<file path="src/rtl/awsf1_sda_pkg.sv">
// Shared types and constants for the SDA AXI-Lite to register-bus bridge.
package awsf1_sda_pkg;

  typedef enum logic [2:0] {
    ST_IDLE,
    ST_WR_REQ,
    ST_WR_RESP,
    ST_RD_REQ,
    ST_RD_RESP
  } sda_state_e;

  typedef enum logic {
    GRANT_WR = 1'b0,
    GRANT_RD = 1'b1
  } sda_grant_e;

  localparam logic [1:0]  RESP_OKAY       = 2'b00;
  localparam logic [1:0]  RESP_SLVERR     = 2'b10;
  localparam int          DEF_TIMEOUT_CYC = 255;
  localparam logic [31:0] TIMEOUT_RDATA   = 32'hDEAD_BEEF;

  function automatic logic [1:0] resp_code(input logic err);
    return err ? RESP_SLVERR : RESP_OKAY;
  endfunction

endpackage

</file>
<file path="src/rtl/awsf1_sda_hold.sv">
// One-entry valid/ready capture register; ready is registered (low in reset) and
// the entry is held until clr, refilling no earlier than the cycle after clr.
module awsf1_sda_hold #(
  parameter int W = 32
) (
  input  logic         clk,
  input  logic         rst_n,
  input  logic         in_vld,
  input  logic [W-1:0] in_dat,
  output logic         in_rdy,
  input  logic         clr,
  output logic         full,
  output logic [W-1:0] dat
);

  logic         full_q, full_d;
  logic         rdy_q, rdy_d;
  logic [W-1:0] dat_q, dat_d;

  always_comb begin
    full_d = full_q;
    dat_d  = dat_q;
    if (clr) begin
      full_d = 1'b0;
    end
    if (in_vld && rdy_q) begin
      full_d = 1'b1;
      dat_d  = in_dat;
    end
    rdy_d = ~full_d;
  end

  always_ff @(posedge clk or negedge rst_n) begin
    if (!rst_n) begin
      full_q <= 1'b0;
      rdy_q  <= 1'b0;
      dat_q  <= '0;
    end else begin
      full_q <= full_d;
      rdy_q  <= rdy_d;
      dat_q  <= dat_d;
    end
  end

  assign in_rdy = rdy_q;
  assign full   = full_q;
  assign dat    = dat_q;

endmodule

</file>
<file path="src/rtl/awsf1_sda_ctrl.sv">
// AXI-Lite (SDA) to single-outstanding register-bus bridge; reg_req 1 cycle after grant,
// response 1 cycle after reg_ack. Optional request timeout under SDA_TIMEOUT_EN.
module awsf1_sda_ctrl
  import awsf1_sda_pkg::*;
#(
  parameter int ADDR_W      = 32,
  parameter int DATA_W      = 32,
  parameter int TIMEOUT_CYC = DEF_TIMEOUT_CYC
) (
  input  logic                clk_main_a0,
  input  logic                rst_main_n,
  input  logic                sda_awvalid,
  input  logic [ADDR_W-1:0]   sda_awaddr,
  output logic                sda_awready,
  input  logic                sda_wvalid,
  input  logic [DATA_W-1:0]   sda_wdata,
  input  logic [DATA_W/8-1:0] sda_wstrb,
  output logic                sda_wready,
  output logic                sda_bvalid,
  output logic [1:0]          sda_bresp,
  input  logic                sda_bready,
  input  logic                sda_arvalid,
  input  logic [ADDR_W-1:0]   sda_araddr,
  output logic                sda_arready,
  output logic                sda_rvalid,
  output logic [DATA_W-1:0]   sda_rdata,
  output logic [1:0]          sda_rresp,
  input  logic                sda_rready,
  output logic                reg_req,
  output logic                reg_we,
  output logic [ADDR_W-1:0]   reg_addr,
  output logic [DATA_W-1:0]   reg_wdata,
  output logic [DATA_W/8-1:0] reg_wstrb,
  input  logic                reg_ack,
  input  logic [DATA_W-1:0]   reg_rdata,
  input  logic                reg_err
);

  localparam int STRB_W = DATA_W / 8;

  if (TIMEOUT_CYC < 1) begin : g_bad_timeout
    $error("TIMEOUT_CYC must be at least 1");
  end

  sda_state_e  state_q, state_d;
  sda_grant_e  last_grant_q, last_grant_d;
  logic        run_q;

  logic                     aw_full, w_full, hold_clr;
  logic [ADDR_W-1:0]        aw_dat;
  logic [STRB_W+DATA_W-1:0] w_dat;
  logic                     wr_pend, rd_pend, pick_wr, pick_rd, tmo_fire;

  logic [ADDR_W-1:0] reg_addr_q, reg_addr_d;
  logic [DATA_W-1:0] reg_wdata_q, reg_wdata_d;
  logic [STRB_W-1:0] reg_wstrb_q, reg_wstrb_d;
  logic              reg_we_q, reg_we_d;
  logic [DATA_W-1:0] rdata_q, rdata_d;
  logic [1:0]        resp_q, resp_d;

  awsf1_sda_hold #(.W(ADDR_W)) u_aw_hold (
    .clk    (clk_main_a0),
    .rst_n  (rst_main_n),
    .in_vld (sda_awvalid),
    .in_dat (sda_awaddr),
    .in_rdy (sda_awready),
    .clr    (hold_clr),
    .full   (aw_full),
    .dat    (aw_dat)
  );

  awsf1_sda_hold #(.W(STRB_W + DATA_W)) u_w_hold (
    .clk    (clk_main_a0),
    .rst_n  (rst_main_n),
    .in_vld (sda_wvalid),
    .in_dat ({sda_wstrb, sda_wdata}),
    .in_rdy (sda_wready),
    .clr    (hold_clr),
    .full   (w_full),
    .dat    (w_dat)
  );

  // run_q keeps the combinational arready low while in reset.
  assign wr_pend = aw_full && w_full;
  assign rd_pend = sda_arvalid && run_q;

  always_comb begin
    pick_rd = rd_pend && (!wr_pend || (last_grant_q == GRANT_WR));
    pick_wr = wr_pend && !pick_rd;
  end

`ifdef SDA_TIMEOUT_EN
  localparam int               CNT_W    = $clog2(TIMEOUT_CYC + 1);
  localparam logic [CNT_W-1:0] CNT_LAST = CNT_W'(TIMEOUT_CYC - 1);

  logic [CNT_W-1:0] tmo_cnt_q, tmo_cnt_d;
  logic             in_req;

  // Count is 0 in the first request cycle, so the timeout lands on request cycle TIMEOUT_CYC.
  always_comb begin
    in_req    = (state_q == ST_WR_REQ) || (state_q == ST_RD_REQ);
    tmo_cnt_d = in_req ? tmo_cnt_q + CNT_W'(1) : '0;
    tmo_fire  = in_req && (tmo_cnt_q == CNT_LAST);
  end

  always_ff @(posedge clk_main_a0 or negedge rst_main_n) begin
    if (!rst_main_n) begin
      tmo_cnt_q <= '0;
    end else begin
      tmo_cnt_q <= tmo_cnt_d;
    end
  end
`else
  assign tmo_fire = 1'b0;
`endif

  always_comb begin
    state_d      = state_q;
    last_grant_d = last_grant_q;
    reg_addr_d   = reg_addr_q;
    reg_wdata_d  = reg_wdata_q;
    reg_wstrb_d  = reg_wstrb_q;
    reg_we_d     = reg_we_q;
    rdata_d      = rdata_q;
    resp_d       = resp_q;
    unique case (state_q)
      ST_IDLE: begin
        if (pick_wr) begin
          state_d     = ST_WR_REQ;
          reg_addr_d  = aw_dat;
          reg_wdata_d = w_dat[DATA_W-1:0];
          reg_wstrb_d = w_dat[DATA_W +: STRB_W];
          reg_we_d    = 1'b1;
          if (rd_pend) last_grant_d = GRANT_WR;
        end else if (pick_rd) begin
          state_d     = ST_RD_REQ;
          reg_addr_d  = sda_araddr;
          reg_wdata_d = '0;
          reg_wstrb_d = '0;
          reg_we_d    = 1'b0;
          if (wr_pend) last_grant_d = GRANT_RD;
        end
      end
      ST_WR_REQ: begin
        if (reg_ack) begin
          state_d = ST_WR_RESP;
          resp_d  = resp_code(reg_err);
        end else if (tmo_fire) begin
          state_d = ST_WR_RESP;
          resp_d  = RESP_SLVERR;
        end
      end
      ST_RD_REQ: begin
        if (reg_ack) begin
          state_d = ST_RD_RESP;
          resp_d  = resp_code(reg_err);
          rdata_d = reg_rdata;
        end else if (tmo_fire) begin
          state_d = ST_RD_RESP;
          resp_d  = RESP_SLVERR;
          rdata_d = DATA_W'(TIMEOUT_RDATA);
        end
      end
      ST_WR_RESP: if (sda_bready) state_d = ST_IDLE;
      ST_RD_RESP: if (sda_rready) state_d = ST_IDLE;
      default:    state_d = ST_IDLE;
    endcase
  end

  always_ff @(posedge clk_main_a0 or negedge rst_main_n) begin
    if (!rst_main_n) begin
      state_q      <= ST_IDLE;
      last_grant_q <= GRANT_RD;
      run_q        <= 1'b0;
      reg_addr_q   <= '0;
      reg_wdata_q  <= '0;
      reg_wstrb_q  <= '0;
      reg_we_q     <= 1'b0;
      rdata_q      <= '0;
      resp_q       <= RESP_OKAY;
    end else begin
      state_q      <= state_d;
      last_grant_q <= last_grant_d;
      run_q        <= 1'b1;
      reg_addr_q   <= reg_addr_d;
      reg_wdata_q  <= reg_wdata_d;
      reg_wstrb_q  <= reg_wstrb_d;
      reg_we_q     <= reg_we_d;
      rdata_q      <= rdata_d;
      resp_q       <= resp_d;
    end
  end

  always_comb begin
    reg_req     = (state_q == ST_WR_REQ) || (state_q == ST_RD_REQ);
    sda_bvalid  = (state_q == ST_WR_RESP);
    sda_rvalid  = (state_q == ST_RD_RESP);
    sda_arready = (state_q == ST_IDLE) && pick_rd;
    hold_clr    = (state_q == ST_WR_RESP) && sda_bready;
  end

  assign reg_we    = reg_we_q;
  assign reg_addr  = reg_addr_q;
  assign reg_wdata = reg_wdata_q;
  assign reg_wstrb = reg_wstrb_q;
  assign sda_bresp = resp_q;
  assign sda_rresp = resp_q;
  assign sda_rdata = rdata_q;

endmodule

</file>
<file path="config.mk">
export PLATFORM = sky130hd
export DESIGN_NAME = awsf1_sda_ctrl
export DESIGN_NICKNAME = d
export VERILOG_FILES = /design/src/rtl/awsf1_sda_pkg.sv /design/src/rtl/awsf1_sda_hold.sv /design/src/rtl/awsf1_sda_ctrl.sv
export SDC_FILE = /design/constraint.sdc
export NUM_CORES = 1
export LEC_CHECK = 0
export CORE_AREA = 2 2 130 132
export DETAILED_ROUTE_END_ITERATION = 10
export DIE_AREA = 0 0 132 134
export PLACE_DENSITY = 0.87
export SLEW_MARGIN = 40
export SYNTH_ARGS = -nofsm -noshare
export SYNTH_HDL_FRONTEND = slang
export SYNTH_HIERARCHICAL = 1
export SYNTH_SLANG_ARGS = --single-unit
</file>
<file path="constraint.sdc">
create_clock -name clk_main_a0 -period 1.9 [get_ports clk_main_a0]
set_input_delay 0.19 -clock clk_main_a0 [delete_from_list [all_inputs] [get_ports clk_main_a0]]
set_output_delay 0.19 -clock clk_main_a0 [all_outputs]
set_load 0.005 [all_outputs]
</file>
==> run metrics, run 1 <==
status=finished clean; Final nets=920; FF/Latch Area=4480 µm²; top_reg_cell synth=dfrtp_1; drt wl/cell=19.3 µm; synth top area cells=dfrtp_1 (60%), mux2_4 (9.4%), mux2_2 (8.6%); Filler cells=1224; CP required=1.71 ns; DR DRC count=0; Routability Congestion=0.834; synth unique cells=35; register area share after synthesis=60.8%; Max Buffers Root-to-Sink=2; Worst Clk Skew=0.0164 ns; clk root buf=clkbuf_16; cts bufs inserted=17; Mapped Area=7370 µm²; initial antenna violation count=0; die height=134 µm; min-delay worst type=in2async; Critical Path End Type=output port; TritonCTS clock tree=yes; Slew Viols, Final=0; Area Growth Syn to Fin=46.6%; Yosys top cell area share=60.5%; synth cell count leaders=dfrtp_1 (178), mux2_2 (56), mux2_4 (46), a22o_1 (36), o21ai_0 (36); Synth Instances=531; R2R depth=4; Rows=47; GRT overflow=0; Max Cap Viol=0; Setup CP Type=reg2out; Worst EP arrival=1.61 ns; Max IR drop VDD=749 µV; Async SR Flop Fraction=100%; worst skew pair latency=0.43 ns; DP HPWL=13500 µm; Final min period=1.80 ns; total track usage=22.3%; Ports=252; DR vias=5504; Inserted Diodes=0; final wirelength=19500 µm; Iter 0 DRT Violations=238; H-tree levels=4; multi-input logic area=2610 µm²; Clk pin slew, worst setup/hold paths=0.06 ns; vias per cell=5.44; # clock sinks=179; Final setup viols=0; Cell Pwr Density=1660 nW/µm²; die width=132 µm; first-pass GRT wire length=31000 µm; post-route setup TNS=0 ns; port bufs=249; final worst-path cycle share=95.0%; RSZ-0062 raised after global routing=false; Ys Warns=6; pin count of the biggest net entering global routing=49; Non-Filler Instances=1012; vias in the first global route=5595; CP Max Fanout=2; Final Hold Fails=0; most common cell in the synthesized netlist=dfrtp_1; Die ar.=17700 µm²; startpoint types=flop; post-route antenna net violation count=0; Placeable Area=16300 µm²; Mean Syn Cell Area=13.9 µm²; register bit total from synthesis=179; Placed Cells=979; P_leak=4.68 nW; f_max=0.554 GHz; layout cells sized above 1=21.6%; Post-synth EDFFs=0; Starting Density=45.2%; Post-CTS Setup Repair Bufs=0; cell taking the most area after synthesis=dfrtp_1; drt pass-1 iters=4
metrics by stage:
stage / utilization, % / cell area (µm²) / hold slack [ns] / power, mW / setup WS [ns]
after floorplan: - / 7370 / -0.106 / 10.7 / 0.299
after global placement: 62.6 / 10200 / 0.111 / 14.2 / 0.138
after detailed placement: 62.6 / 10200 / 0.118 / 14.5 / 0.108
after CTS: 66.3 / 10800 / 0.240 / 18.1 / 0.0739
after global routing: 66.3 / 10800 / 0.258 / 18.9 / 0.0366
final: 66.3 / 10800 / 0.238 / 17.9 / 0.0957
cells by family after synthesis:
family	Yosys count	share of synthesized area, %
DFF	179	60.8
AOI/OAI and AO/OA	145	12.7
muxes	102	17.9
buffers and inverters	52	4.01
and+or+nand+nor	50	4.35
other	2	0.102
xor gates and xnor gates	1	0.119
state kept, by name, indices dropped and copies added, names as in the netlist:
signal and cells:
u_w_hold/dat 36, reg_wdata 32, u_w_hold/full 1, reg_wstrb 4, last_grant_q 1, u_aw_hold/in_rdy 1, reg_we 1, u_aw_hold/full 1
state_q 3, u_w_hold/in_rdy 1, run_q 1, u_aw_hold/dat 32, sda_bresp 1, reg_addr 32, sda_rdata 32
timing repair:
item	in CTS	in global routing
hold buffers	1	0
endpoints found under the setup margin	4	0
endpoints found under the hold margin	60	0
gates resized for setup	9	0
power breakdown:
part           total, mW  leakage (nW)  switching [mW]  internal, mW
clock               3.51         0.296            1.52          1.99
sequential          6.79          2.14            1.11          5.68
combinational       7.63          2.25            3.07          4.56
total               17.9          4.68            5.70          12.2
metal layers:
metal | up-vias | part of all wire [%] | track usage [%]
li1 | 2472 | - | -
met1 | 2759 | 43 | 30.2
met5 | - | 0 | 0
met2 | 246 | 49 | 35.8
met4 | 0 | 1.9 | 7.00
met3 | 27 | 6.6 | 5.59
cell type report:
class,count,area share [%]
Clock buffer,18,4.07
Tap cell,220,2.55
Multi-Input combinational cell,301,24.2
Timing Repair Buffer,276,26.2
Sequential cell,179,41.5
Clock inverter,14,1.39
Inverter,4,0.139
worst max-delay path, cell delays in order (launching register included):
cell and delay [ns]:
dfrtp_1 0.38, or3_4 0.39, a311oi_2 0.26, buf_2 0.17
final timing paths:
check                                             start                        end  slack [ns]
worst min-delay path                         rst_main_n  reg_wdata[13]$_DFFE_PN0P_        0.24
worst max-delay path             state_q[1]$_DFFE_PN0P_                sda_arready         0.1
max in group asynchronous                    rst_main_n   last_grant_q$_DFFE_PN1P_        0.97
worst min register to register       reg_we$_DFFE_PN0P_         reg_we$_DFFE_PN0P_        0.48
min in group clk_main_a0                 sda_araddr[15]   reg_addr[15]$_DFFE_PN0P_        0.34
worst max register to register  u_w_hold/full$_DFF_PN0_    reg_addr[3]$_DFFE_PN0P_        0.25
layout by cell type (no fill, tap or decap), drive strengths merged, types with 7 or more instances in the layout:
master / n
a21oi: 34
a22o: 37
a31oi: 32
buf: 28
clkbuf: 18
clkdlybuf4s50: 244
clkinv: 7
dfrtp: 178
inv: 9
mux2: 102
nand2: 7
nand4: 32
o21ai: 36
Power figures use the tool's default switching activity.
==> inputs of run 2 (changes only) <==
--- a/config.mk
+++ b/config.mk
@@ -10,2 +10,3 @@
 export DIE_AREA = 0 0 132 134
+export GPL_ROUTABILITY_DRIVEN = 0
 export PLACE_DENSITY = 0.87
==> constraint.sdc (replaced) <==
create_clock -name clk_main_a0 -period 1.9 [get_ports clk_main_a0]
set_input_delay 0.38 -clock clk_main_a0 [delete_from_list [all_inputs] [get_ports clk_main_a0]]
set_output_delay 0.38 -clock clk_main_a0 [all_outputs]
set_load 0.005 [all_outputs]
==> run 2 against run 1 <==
The run now ends with negative setup slack left. Clock power hardly changed. Sequential power decreased by 0.7%. Highest routed layer unchanged. Sequential cell count is the same. Critical path depth unchanged. Via count is 0.22% lower. Final cell count rose by 0.40%. Register-to-register slack lost 0.05 ns. Clock skew is 0.00057 ns lower. Design area rose by 0.35%. Maximum frequency fell by 6.9%. Critical path type unchanged.
==> run metrics, run 2 (synthesized netlist as in run 1, its figures left out) <==
final worst-path cycle share=102% (was 95.0%); met1 Usage GRT=29.5% (was 30.2%); Non-Filler Instances=1016 (was 1012); Cell Pwr Density=1660 nW/µm² (about the same); grt met3 use=5.63% (was 5.59%); final wirelength=19700 µm (was 19500 µm); Placeable Area=16300 µm² (unchanged); Starting Density=45.2% (unchanged); post-route setup TNS=-0.0389 ns (was 0 ns); Placed Cells=983 (was 979); Post-CTS Setup Repair Bufs=0 (unchanged); drt wl/cell=19.4 µm (was 19.3 µm); layout cells sized above 1=22.0% (was 21.6%); die height=134 µm (unchanged); vias per cell=5.41 (was 5.44); Setup CP Type=reg2out (unchanged); CP Max Fanout=2 (unchanged); Rows=47 (unchanged); Placed Area=10200 µm² (about the same); internal power=12.3 mW (was 12.2 mW); most frequent cells in the layout=clkdlybuf4s50_1 (244), dfrtp_1 (178), mux2_2 (56) (unchanged); H-tree levels=4 (unchanged); startpoint types=flop (unchanged); DP HPWL=13700 µm (was 13500 µm); grt peak-use layer=met2 (unchanged); worst skew pair latency=0.43 ns (about the same); Largest register FFs=36 (unchanged); DR DRC count=0 (unchanged); port bufs=249 (unchanged); Inserted Diodes=0 (unchanged); clk root buf=clkbuf_16 (unchanged); Final nets=924 (was 920); power share of the sequential group=37.6% (was 37.9%); RSZ-0062 raised after global routing=true (was false); Worst Clk Skew=0.0158 ns (was 0.0164 ns); GRT overflow=0 (unchanged); failing checks=negative setup slack; Clk pin slew, worst setup/hold paths=0.07 ns (was 0.06 ns); cts bufs inserted=17 (unchanged); CP max stage cell=dfrtp_1 (was or3_4); die width=132 µm (unchanged); Max Cap Viol=0 (unchanged); Clk pwr share=19.5% (was 19.6%); vias in the first global route=5710 (was 5595); met2 usage=36.9% (was 35.8%); dpl ws=-0.268 ns (was 0.108 ns); most common cell after layout, fill and taps aside=clkdlybuf4s50_1 (unchanged); Critical Path End Type=output port (unchanged); switch share=31.5% (was 31.8%); Iter 0 DRT Violations=221 (was 238); Ports=252 (unchanged); fin worst setup slack=-0.0389 ns (was 0.0957 ns); first-pass GRT wire length=31500 µm (was 31000 µm); Psw=5.66 mW (was 5.70 mW); status=finished, violations left (was finished clean); Slew Viols, Final=0 (unchanged); total track usage=22.6% (was 22.3%); f_max=0.516 GHz (was 0.554 GHz); P_leak=4.69 nW (was 4.68 nW); Die ar.=17700 µm² (unchanged); crit path cell chain=or3_4 > a311oi_2 > buf_2 (unchanged); count of buffer and inverter cells on the critical path=1 (unchanged); # clock sinks=179 (unchanged); Final min period=1.94 ns (was 1.80 ns); pin count of the biggest net entering global routing=42 (was 49); Max Buffers Root-to-Sink=2 (unchanged); DR vias=5492 (was 5504); Final Cell Area=10800 µm² (about the same); Area Growth Syn to Fin=47.1% (was 46.6%); Final setup viols=1 (was 0); Final Hold Fails=0 (unchanged); worst stage delay on the critical path=0.39 ns (about the same); Worst EP arrival=1.56 ns (was 1.61 ns); drt pass-1 iters=5 (was 4); Max IR drop VDD=771 µV (was 749 µV); min-delay worst type=in2async (unchanged); Top delay family on crit path=flip-flops (was simple AND/OR/NAND/NOR gates); TritonCTS clock tree=yes (unchanged); CP required=1.52 ns (was 1.71 ns); post-route antenna net violation count=0 (unchanged); initial antenna violation count=0 (unchanged); Logic pwr share=43.0% (was 42.6%)
[run 2: layout make-up]
| class | count | area, µm² |
|---|---|---|
| fill | 1211 | 5450 |
| sequential | 179 | 4480 |
| timing repair buffer | 280 | 2860 |
| multi-input combinational | 301 | 2620 |
| clock buffer | 21 | 460 |
| tap | 220 | 275 |
| clock inverter | 11 | 125 |
| inverter | 4 | 15.0 |
[run 2: worst paths after layout]
| path | from | end | slack [ns] | cells past startpoint |
|---|---|---|---|---|
| worst max register to register | u_w_hold/full$_DFF_PN0_ | reg_wstrb[3]$_DFFE_PN0P_ | 0.20 | 5 |
| worst min register to register | u_w_hold/dat[11]$_DFFE_PN0P_ | reg_wdata[11]$_DFFE_PN0P_ | 0.49 | 1 |
| min in group clk_main_a0 | u_w_hold/dat[11]$_DFFE_PN0P_ | reg_wdata[11]$_DFFE_PN0P_ | 0.49 | 1 |
| worst min-delay path | rst_main_n | u_w_hold/dat[13]$_DFFE_PN0P_ | 0.44 | 2 |
| max in group asynchronous | rst_main_n | reg_addr[24]$_DFFE_PN0P_ | 0.86 | 3 |
| worst max-delay path | state_q[0]$_DFFE_PN0P_ | sda_arready | -0.04 | 3 |
[run 2: timing repair]
action | 4_1_cts | 5_1_grt
hold buffers | 1 | 0
pin swaps | 2 | 0
hold endpoints to repair | 32 | 0
setup endpoints to repair | 4 | 35
resized for setup | 11 | 2
[run 2: through the flow]
step           total power, mW  utilization (%)  hold WS, ns
3_3_place_gp              14.2             62.8        0.319
5_1_grt                   19.0             66.5        0.471
2_1_floorplan             10.7                -       0.0844
3_5_place_dp              14.5             62.8        0.324
6_report                  18.0             66.5        0.444
4_1_cts                   18.1             66.5        0.437
[run 2: worst reg2reg max path: stages (launching register included)]
cell	delay [ns]
dfrtp_1	0.40
buf_6	0.29
nand2_1	0.27
nor3_4	0.26
buf_12	0.24
a22o_1	0.19
[run 2: power by group through the flow]
stage	combinational, mW	clock [mW]	sequential, mW
global route	8.30	3.71	6.96
floorplan	4.03	0	6.64
finish	7.72	3.49	6.74
global placement	7.53	0	6.66
detailed placement	7.76	0	6.77
CTS	7.78	3.57	6.75
[run 2: metal layers]
metal / up-vias / wire length [µm]
met3: 34 / 1120
met1: 2768 / 8450
met2: 221 / 9680
met5: - / 0
li1: 2469 / -
met4: 0 / 442
==> inputs of run 3 (changes only) <==
Settings changed: CORE_AREA 2 2 130 132 to 2 2 129 131, DIE_AREA 0 0 132 134 to 0 0 131 133, PLACE_DENSITY 0.87 to 0.86, SYNTH_HIERARCHICAL 1 to unset.
==> run 3 against run 2 <==
The run still ends with negative setup slack left. Non-clock buffer count grew 3. Wire length down 5.5%. Register-to-register slack got worse by 0.02 ns. Core utilization shrank 0.39 points. Maximum frequency rose by 1.3%. Sequential power shrank 1%. Via count is 1.4% lower. First-iteration DRC count is 76% higher. Critical endpoint unchanged. Sequential cell count unchanged. Clock skew down 0.0064 ns.
==> run metrics, run 3 <==
status=finished, violations left (unchanged); failing checks=negative setup slack (unchanged); DR vias=5417 (was 5492); Max Buffers Root-to-Sink=2 (unchanged); cts bufs inserted=17 (unchanged); # clock sinks=179 (unchanged); most common cell after layout, fill and taps aside=clkdlybuf4s50_1 (unchanged); Reg2Reg Setup Slack=0.18 ns (was 0.20 ns); Die ar.=17400 µm² (was 17700 µm²); Cell Pwr Density=1630 nW/µm² (was 1660 nW/µm²); Final setup viols=1 (unchanged); Mapped Area=7140 µm² (was 7370 µm²); grt met3 use=7.84% (was 5.63%); drt wl/cell=18.3 µm (was 19.4 µm); Async SR Flop Fraction=100% (unchanged); Placeable Area=16200 µm² (was 16300 µm²); Yosys top cell area share=62.4% (was 60.5%); drt pass-1 iters=4 (was 5); total track usage=21.9% (was 22.6%); Worst EP arrival=1.53 ns (was 1.56 ns); die height=133 µm (was 134 µm); Final Hold Fails=0 (unchanged); fin worst setup slack=-0.0138 ns (was -0.0389 ns); f_max=0.523 GHz (was 0.516 GHz); DP HPWL=13100 µm (was 13700 µm); Final min period=1.91 ns (was 1.94 ns); final wirelength=18600 µm (was 19700 µm); layout cells sized above 1=21.6% (was 22.0%); Non-Filler Instances=1016 (unchanged); port bufs=249 (unchanged); met2 usage=36.4% (was 36.9%); vias in the first global route=5809 (was 5710); R2R depth=6 (was 5); register bit total from synthesis=179 (unchanged); Top delay family on crit path=simple AND/OR/NAND/NOR gates (was flip-flops); synth unique cells=33 (was 35); CP Depth=3 (unchanged); CP max stage cell=or3_4 (was dfrtp_1); min-delay worst type=in2async (unchanged); Mean Syn Cell Area=13.5 µm² (was 13.9 µm²); die width=131 µm (was 132 µm); top_reg_cell synth=dfrtp_1 (unchanged); Max IR drop VDD=798 µV (was 771 µV); synth top area cells=dfrtp_1 (62%), mux2_2 (16%), a22o_1 (4.7%) (was dfrtp_1 (60%), mux2_4 (9.4%), mux2_2 (8.6%)); initial antenna violation count=0 (unchanged); Largest register FFs=36 (unchanged); most frequent cells in the layout=clkdlybuf4s50_1 (244), dfrtp_1 (178), mux2_2 (102) (was clkdlybuf4s50_1 (244), dfrtp_1 (178), mux2_2 (56)); final worst-path cycle share=101% (was 102%); worst skew pair latency=0.42 ns (was 0.43 ns); pin count of the biggest net entering global routing=48 (was 42); Placed Cells=984 (was 983); Filler cells=1205 (was 1211); Inserted Diodes=0 (unchanged); H-tree levels=4 (unchanged); grt peak-use layer=met2 (unchanged); Max Cap Viol=0 (unchanged); Ports=252 (unchanged); CP Max Fanout=2 (unchanged); Final nets=925 (was 924); Worst R2R End=reg_wdata[12]$_DFFE_PN0P_ (was reg_wstrb[3]$_DFFE_PN0P_); cell taking the most area after synthesis=dfrtp_1 (unchanged); R2R Path Start=state_q[2]$_DFFE_PN0P_ (was u_w_hold/full$_DFF_PN0_); Setup CP Type=reg2out (unchanged); Slew Viols, Final=0 (unchanged); Iter 0 DRT Violations=388 (was 221); count of buffer and inverter cells on the critical path=1 (unchanged); Pwr Total=17.5 mW (was 18.0 mW); register area share after synthesis=62.8% (was 60.8%); Min Hold Slack=0.420 ns (was 0.444 ns); CP required=1.52 ns (about the same); startpoint types=flop (unchanged); most common cell in the synthesized netlist=dfrtp_1 (unchanged); Critical Path End Type=output port (unchanged); GRT overflow=0 (unchanged); Area Growth Syn to Fin=49.8% (was 47.1%); clk root buf=clkbuf_16 (unchanged); first-pass GRT wire length=29400 µm (was 31500 µm); Ys Warns=0 (was 6); Starting Density=44.1% (was 45.2%); DR DRC count=0 (unchanged); worst stage delay on the critical path=0.40 ns (was 0.39 ns); P_leak=4.47 nW (was 4.69 nW); RSZ-0062 raised after global routing=true (unchanged); Clk pin slew, worst setup/hold paths=0.06 ns (was 0.07 ns); Rows=47 (unchanged); Synth Instances=528 (was 531); vias per cell=5.33 (was 5.41); synth cell count leaders=dfrtp_1 (178), mux2_2 (102), a22o_1 (38), a21oi_1 (34), o21ai_0 (34) (was dfrtp_1 (178), mux2_2 (56), mux2_4 (46), a22o_1 (36), o21ai_0 (36)); TritonCTS clock tree=yes (unchanged); met1 Usage GRT=25.5% (was 29.5%); Post-CTS Setup Repair Bufs=0 (unchanged); Post-synth EDFFs=0 (unchanged); post-route antenna net violation count=0 (unchanged); Worst Clk Skew=0.00940 ns (was 0.0158 ns); crit path cell chain=or3_4 > a311oi_2 > buf_2 (unchanged)
-- run 3: cell count changes in the layout (fill, tap and decap cells not counted), sizes merged, moves of 2 or more --
cell / delta
a21boi: +2
a22o: +2
buf: +3
clkbuf: +3
inv: -4
o21a: -2
o21ai: -2
-- run 3: power by group --
group	total [mW]	internal (mW)	switching, mW
clock	3.46	2.04	1.42
combinational	7.35	4.37	2.98
sequential	6.67	5.67	0.997
total	17.5	12.1	5.40
-- run 3: area by class of cell --
| type | instances | area (µm²) | share of cell area [%] |
|---|---|---|---|
| multi-input cells | 301 | 2450 | 22.9 |
| well taps | 220 | 275 | 2.57 |
| repair buffers | 283 | 2910 | 27.2 |
| inverters | 2 | 7.51 | 0.0702 |
| clock buffers | 24 | 482 | 4.50 |
| clock inverters | 7 | 98.8 | 0.924 |
| flip-flops and latches | 179 | 4480 | 41.9 |
-- run 3: how the worst max path moves through the flow --
stage	slack (ns)	to	from
after floorplan	0.30	reg_wdata[0]$_DFFE_PN0P_	state_q[0]$_DFFE_PN0P_
after global placement	-0.18	sda_arready	sda_arvalid
after detailed placement	-0.22	sda_arready	sda_arvalid
after CTS	-0.09	sda_arready	state_q[1]$_DFFE_PN0P_
after global routing	-0.1	sda_arready	state_q[2]$_DFFE_PN0P_
final	-0.01	sda_arready	state_q[2]$_DFFE_PN0P_
-- run 3: worst register-to-register path, cell delays in order, from the launching register on --
cell and delay [ns]:
dfrtp_1 0.37, or3_4 0.40, buf_4 0.17, nor3_4 0.25, buf_12 0.21, buf_4 0.15
a22o_1 0.12
-- run 3: stage by stage --
step / area, µm² / setup WS [ns] / TNS (ns) / utilization, %
finish: 10700 / -0.0138 / -0.0138 / 66.2
global route: 10700 / -0.0969 / -0.0969 / 66.2
CTS: 10700 / -0.0871 / -0.0871 / 66.1
detailed placement: 10100 / -0.218 / -1.07 / 62.5
global placement: 10100 / -0.177 / -0.197 / 62.5
floorplan: 7140 / 0.299 / 0 / -
-- run 3: repair_timing --
item | in CTS | in global routing
endpoints found under the setup margin | 4 | 2
endpoints found under the hold margin | 29 | 0
pin swaps | 0 | 2
gates resized for setup | 10 | 1
hold buffers | 1 | 0
-- run 3: routing by layer --
layer	up-vias	wire length [µm]
met5	-	0
met4	0	473
met3	43	1690
met2	234	9370
met1	2662	7080
li1	2478	-
-- run 3: cells by family after synthesis --
family | count (synthesis) | synth area share [%]
AO/OA/AOI/OAI | 145 | 13.2
XOR/XNOR | 1 | 0.123
buffers and inverters | 49 | 3.33
flip-flops | 179 | 62.8
multiplexers | 102 | 16.1
other | 2 | 0.105
AND/OR/NAND/NOR | 50 | 4.42
